File: config.mk
export PLATFORM = sky130hd
export DESIGN_NAME = inst_fetch
export DESIGN_NICKNAME = d
export VERILOG_FILES = /design/src/rtl/inst_fetch.sv
export SDC_FILE = /design/constraint.sdc
export NUM_CORES = 1
export LEC_CHECK = 0
export BUFFER_PORTS_ARGS = -buffer_cell sky130_fd_sc_hd__buf_2
export CELL_PAD_IN_SITES_DETAIL_PLACEMENT = 0
export CELL_PAD_IN_SITES_GLOBAL_PLACEMENT = 1
export CORE_MARGIN = 5
export CORE_UTILIZATION = 39
export CTS_CLUSTER_SIZE = 28
export DETAILED_ROUTE_END_ITERATION = 6
export MAX_ROUTING_LAYER = met4
export PLACE_DENSITY = 0.74
export SYNTH_ARGS = -nofsm -noshare
export SYNTH_HDL_FRONTEND = slang
export SYNTH_SLANG_ARGS = --single-unit
File: constraint.sdc
create_clock -name CLK -period 6.25 [get_ports CLK]
set_clock_uncertainty 0.15 [all_clocks]
set_input_delay 0.625 -clock CLK [delete_from_list [all_inputs] [get_ports CLK]]
set_output_delay 0.625 -clock CLK [all_outputs]
set_load 0.02 [all_outputs]
File: src/rtl/inst_fetch.sv
// Instruction fetch stage: owns the PC, issues reads to a synchronous ROM and
// queues {pc, inst} pairs in a 2-entry FIFO that feeds decode over valid/ready.
module inst_fetch #(
    parameter logic [31:0] RESET_PC = 32'h0000_0000,
    parameter int          IMEM_AW  = 6
) (
    input  logic               CLK,
    input  logic               RST,
    output logic               imem_en,
    output logic [IMEM_AW-1:0] imem_addr,
    input  logic [31:0]        imem_data,
    input  logic               redirect,
    input  logic [31:0]        redirect_pc,
    output logic               inst_valid,
    input  logic               inst_ready,
    output logic [31:0]        inst,
    output logic [31:0]        inst_pc,
    output logic [31:0]        dbg_pc
);

    logic [31:0] pc_req_q, pc_req_d;
    logic [31:0] req_pc_q, req_pc_d;
    logic        inflight_q, inflight_d;
    logic        kill_q, kill_d;
    logic [1:0]  occ_q, occ_d;
    logic        rd_ptr_q, rd_ptr_d;
    logic        wr_ptr_q, wr_ptr_d;
    logic [31:0] fifo_pc_q [2];
    logic [31:0] fifo_pc_d [2];
    logic [31:0] fifo_inst_q [2];
    logic [31:0] fifo_inst_d [2];

    logic        push;
    logic        pop;
    logic        issue;
    logic [2:0]  pending;
    logic        unused_redirect_bits;

    assign unused_redirect_bits = ^redirect_pc[1:0];

    assign inst_valid = (occ_q != 2'd0);
    assign inst       = inst_valid ? fifo_inst_q[rd_ptr_q] : 32'h0;
    assign inst_pc    = inst_valid ? fifo_pc_q[rd_ptr_q] : 32'h0;
    assign dbg_pc     = pc_req_q;
    assign imem_addr  = pc_req_q[IMEM_AW+1:2];
    assign imem_en    = issue;

    // Issue only when the buffer can absorb every outstanding response.
    always_comb begin
        pop     = inst_valid & inst_ready;
        push    = inflight_q & ~kill_q;
        pending = {1'b0, occ_q} + {2'b00, inflight_q} - {2'b00, pop};
        issue   = ~RST & ~redirect & (pending < 3'd2);
    end

    always_comb begin
        pc_req_d    = pc_req_q;
        req_pc_d    = req_pc_q;
        inflight_d  = inflight_q;
        kill_d      = kill_q;
        occ_d       = occ_q;
        rd_ptr_d    = rd_ptr_q;
        wr_ptr_d    = wr_ptr_q;
        fifo_pc_d   = fifo_pc_q;
        fifo_inst_d = fifo_inst_q;

        if (redirect) begin
            // Redirect wins: flush the buffer, void any pop, drop the read in flight.
            occ_d      = 2'd0;
            rd_ptr_d   = 1'b0;
            wr_ptr_d   = 1'b0;
            kill_d     = inflight_q;
            inflight_d = 1'b0;
            pc_req_d   = {redirect_pc[31:2], 2'b00};
        end else begin
            kill_d     = 1'b0;
            inflight_d = issue;
            if (issue) begin
                req_pc_d = pc_req_q;
                pc_req_d = pc_req_q + 32'd4;
            end
            if (push) begin
                fifo_pc_d[wr_ptr_q]   = req_pc_q;
                fifo_inst_d[wr_ptr_q] = imem_data;
                wr_ptr_d              = ~wr_ptr_q;
            end
            if (pop) begin
                rd_ptr_d = ~rd_ptr_q;
            end
            occ_d = occ_q + {1'b0, push} - {1'b0, pop};
        end
    end

    always_ff @(posedge CLK) begin
        if (RST) begin
            pc_req_q   <= RESET_PC;
            req_pc_q   <= 32'h0;
            inflight_q <= 1'b0;
            kill_q     <= 1'b0;
            occ_q      <= 2'd0;
            rd_ptr_q   <= 1'b0;
            wr_ptr_q   <= 1'b0;
        end else begin
            pc_req_q   <= pc_req_d;
            req_pc_q   <= req_pc_d;
            inflight_q <= inflight_d;
            kill_q     <= kill_d;
            occ_q      <= occ_d;
            rd_ptr_q   <= rd_ptr_d;
            wr_ptr_q   <= wr_ptr_d;
        end
    end

    // Buffer storage needs no reset; outputs are masked while the buffer is empty.
    always_ff @(posedge CLK) begin
        fifo_pc_q   <= fifo_pc_d;
        fifo_inst_q <= fifo_inst_d;
    end

endmodule

Word level (Yosys, flattened, before mapping)
Index checks and enable logic that the tools add are counted.
{"block": "word_totals", "register_bits": 198, "inputBits": 68, "word_cells": 53}
{"block": "op_classes", "add_sub_neg": 5, "order_cmp": 4, "muxes": 14, "bitwise_logic": 11, "reduce_logical": 7}
{"cell": "two-way mux 32 bit", "n": 11}
{"cell": "bitwise mux 64 bit", "n": 2}
{"cell": "adder 32 x 3 -> 32 bit, second input constant", "n": 1}
{"cell": "demux 32 bit (select 1 bit)", "n": 1}
{"cell": "NOT 1 bit", "n": 5}
{"cell": "bitwise AND 1 bit", "n": 4}
{"cell": ">= comparator 2 bit, second input constant", "n": 2}
{"cell": "NOT 1 -> 2 bit", "n": 2}
{"cell": "AND reduction 2 bit", "n": 2}
{"cell": "nonzero test 2 bit", "n": 2}
{"cell": "OR reduction 2 bit", "n": 2}
{"cell": "adder 2 x 1 -> 3 bit", "n": 1}
{"cell": "less-than comparator 3 x 2 -> 1 bit, second input constant", "n": 1}
{"cell": "subtractor 3 x 1 -> 3 bit", "n": 1}
{"cell": "adder 2 x 1 -> 2 bit", "n": 1}
{"cell": "less-than comparator 2 x 1 -> 1 bit, second input constant", "n": 1}
{"cell": "subtractor 2 x 1 -> 2 bit", "n": 1}
{"cell": "logical AND 1 bit", "n": 1}

Depth between registers and ports, before layout
{"block": "logic_depth", "word_depth": 7, "mapped_depth": 11, "mapped_depth_nobuf": 10}

Worst setup path after synthesis
Ideal clock, no wire load.
{"block": "synth_timing", "path_kind": "input to register", "from": "input redirect", "to": "register fifo_inst_q[0] in the netlist's numbering (enable)", "setup_time_ns": 0.571, "arrival_ns": 5.624, "required_time_ns": 5.529, "slack_ns": -0.095, "path_stages": 3, "path_buffers": 2, "cell_sequence": "clkbuf_1 -> clkbuf_1 -> nor3b_1"}
{"block": "synth_between", "elab_chain_cells": 2}
{"element": "start: declaration", "line_no": "12", "text": "input logic redirect,"}
{"element": "NOT 1 bit (no source line)"}
{"element": "AND reduction 2 bit (no source line)"}
{"element": "end signal: assignment", "line_no": "117", "text": "fifo_inst_q <= fifo_inst_d;"}
{"element": "end: declaration", "line_no": "30", "text": "logic [31:0] fifo_inst_q [2];"}
Every way passes these cells.
A chain may end at the register's enable or synchronous reset.

Worst setup path in the final report
{"block": "layout_timing", "from": "register occ_q[1]", "to": "output imem_en"}
{"block": "layout_between", "elab_chain_cells": 5, "word_cells_on_any_way": 6, "cone_classes": "2 x add/sub; 1 x order compare; 2 x bitwise; 1 x reduce/logical"}
{"element": "start: declaration", "line_no": "25", "text": "logic [1:0] occ_q, occ_d;"}
{"element": "start signal: assignment", "line_no": "100", "text": "occ_q <= 2'd0;"}
{"element": "start signal: assignment", "line_no": "108", "text": "occ_q <= occ_d;"}
{"element": "parallel branches: the longest is 2 deep, another holds adder 2 x 1 -> 3 bit"}
{"element": "subtractor 3 x 1 -> 3 bit *", "line_no": "52", "text": "pending = {1'b0, occ_q} + {2'b00, inflight_q} - {2'b00, pop};"}
{"element": "less-than comparator 3 x 2 -> 1 bit *", "line_no": "53", "text": "issue = ~RST & ~redirect & (pending < 3'd2);"}
{"element": "bitwise AND 1 bit *", "line_no": "53"}
{"element": "end: declaration", "line_no": "9", "text": "output logic imem_en,"}
Every way passes the cells marked *.

==> metrics <==
num ports 172; post-CTS setup repair buffer count 0; insertion delay to the later sink of the worst-skew pair 420 ps; vias in the first global route 5106; worst setup slack after layout 2730 ps; Setup CP Type register to primary output; top cells by count, synth edfxtp_1 (124), nor2_1 (78), nand2_1 (76); final hold viol count 0; CTS tree done; top-count cell post-synth edfxtp_1; clk slew on worst S/H paths 70 ps; worst-path cell chain nand2_1, nor2_1, o21ai_0, fa_1, xnor2_1, nand3_2, inv_2, buf_4, buf_2; Ant. Diodes 0; drt total wl 17.5 mm; RSZ-0062 raised after global routing false; Slowest cell on crit path dfxtp_1; Routed Antenna Nets 0; initial core utilization 39.4%; dpl hpwl 11.2 mm; total track usage 15.5%; routed len/inst 15.9 um; Setup WS pre-CTS 2750 ps; clock tree buffer depth 2; DRC viols 0; max-slew violation total from the final report 0; Die ar. 0.0233 mm2; Final Net Count 886; initial antenna violation count 0; Worst Path Max Fanout 45; crit-path max cell delay 510 ps; first-pass GRT wire length 28.2 mm; HP Class primary input to register; Area growth, synth to finish 20.2%; cts repair resizes 0; Placer Congestion 0.784; Tightest Pin Transition 943 ps; P_leak 3.57 nW; total core area 0.0201 mm2; max-cap violation count 0; power per cell area 280 mW/mm2; CP Data Required Time 5470 ps; final setup fails 0; Port-buffer cells 165; Worst setup SP type register; #FFs+latches synth 190; DRT Pass-1 Iters 4; Synth Flop Type edfxtp_1; largest net degree at the start of global routing 75; htree depth 4; post-synth top area share 47.0%; sequential share of the synthesized area 63.7%; Synth area leaders edfxtp_1 (47%), dfxtp_1 (17%), mux2i_1 (8.1%); crit path time final 3520 ps; share of layout cells above drive strength 1 26.9%; CTS Hold Bufs 0; synth warn 0; Mapped Area 0.00792 mm2; die height 153 um; initial DRC count 275; total CTS buffers 17; vias per inst 4.92; Cell variety after synth 55; Critical Path AT 2740 ps; Vias 5404; area leader, netlist edfxtp_1; Syn Area/Cell 11.8 um2; status finished, final reports clean; Setup TNS 0 ps; Synth Instances 671; Critical Path Sink Type primary output; asr flop ratio synth 0%; Max VDD drop 0.163 mV; Fmax 0.284 GHz; Row Count 52; total grt overflow 0; Slew HR 36.8%; Die W 153 um; Clock Sinks 190; fin crit share 56.3%; Clock Tree Root clkbuf_16; number of enable flip-flop cells after synthesis 124
-- stage by stage --
step / cells / instance area (um2) / util [%] / total power, W / hold slack [ps]
CTS: 1098 / 9520 / 47.4 / 0.00271 / 217
floorplan: 674 / 7940 / - / 0.00158 / 275
detailed placement: 1066 / 8940 / 44.5 / 0.00167 / 289
finish: 1098 / 9520 / 47.4 / 0.00267 / 241
global route: 1098 / 9520 / 47.4 / 0.00280 / 210
global placement: 1066 / 8940 / 44.5 / 0.00166 / 282
-- worst max-delay path: cells and delay by family (launching register included) --
family                     cells  cell delay, ps
AOI/OAI and AO/OA              1             140
xor gates and xnor gates       1             180
adders and majority gates      1             390
buffers and inverters          3             730
DFF                            1             510
and+or+nand+nor                3             360
-- path summary, 6_finish.rpt --
| check | cells after the start | slack [ps] | from | to |
|---|---|---|---|---|
| hold / removal | 1 | 240 | imem_data[8] | fifo_inst_q[8]$_DFFE_PP_ |
| setup / recovery | 9 | 2730 | occ_q[1]$_SDFF_PP0_ | imem_en |
| setup reg to reg | 11 | 3030 | occ_q[1]$_SDFF_PP0_ | dbg_pc[9]$_SDFFE_PP0P_ |
| hold reg to reg | 0 | 300 | req_pc_q[26]$_SDFFE_PP0P_ | fifo_pc_q[58]$_DFFE_PP_ |
-- power by group --
group	leakage, nW	internal, W	switching [W]	total [W]
clock network	0.283	0.000560	0.000475	0.00103
registers	1.72	0.00137	0.0000381	0.00141
logic	1.56	0.0000779	0.000148	0.000226
-- kinds of logic after synthesis --
kind of cell,Yosys count,share of synthesized area (%)
other,1,0.0473
adder cells (fa/ha/maj),3,0.569
XOR/XNOR,16,1.77
AO/OA/AOI/OAI,108,7.95
buffers and inverters,59,3.52
multiplexers,66,8.37
flip-flops,190,63.7
AND/OR/NAND/NOR,228,14.1
-- sequential cells by signal, indices dropped and copies added (netlist names) --
signal       cells
wr_ptr_q         1
occ_q            2
kill_q           1
dbg_pc          30
fifo_inst_q     64
fifo_pc_q       60
req_pc_q        30
inflight_q       1
rd_ptr_q         1
-- area by class of cell --
type | instances | area, um2
multi-input cells | 425 | 2640
clock inverters | 12 | 114
clock buffers | 20 | 468
well taps | 270 | 338
inverters | 8 | 30.0
flip-flops and latches | 190 | 5050
fillers | 1919 | 10600
repair buffers | 173 | 886
-- placed cells by master, fill, tap and decap left out, types with 8 or more instances in the layout --
cell type,count
xor2_1,11
nor3_1,10
buf_2,165
buf_4,8
nand3_1,8
o21ai_0,14
nor2_1,77
clkbuf_16,18
and2_1,12
mux2i_1,64
edfxtp_1,124
dfxtp_1,65
a31oi_1,13
nand2_1,76
a21oi_1,57
nand4_1,11
-- routing by layer --
layer  up-vias  wire length, um  track usage [%]
li1       2708                -                -
met1      2546             8240             21.6
met2       137             8220             23.4
met3        13              837             3.44
met4         0              168             3.69
met5         -                0                -
(Power assumes the default switching activity.)
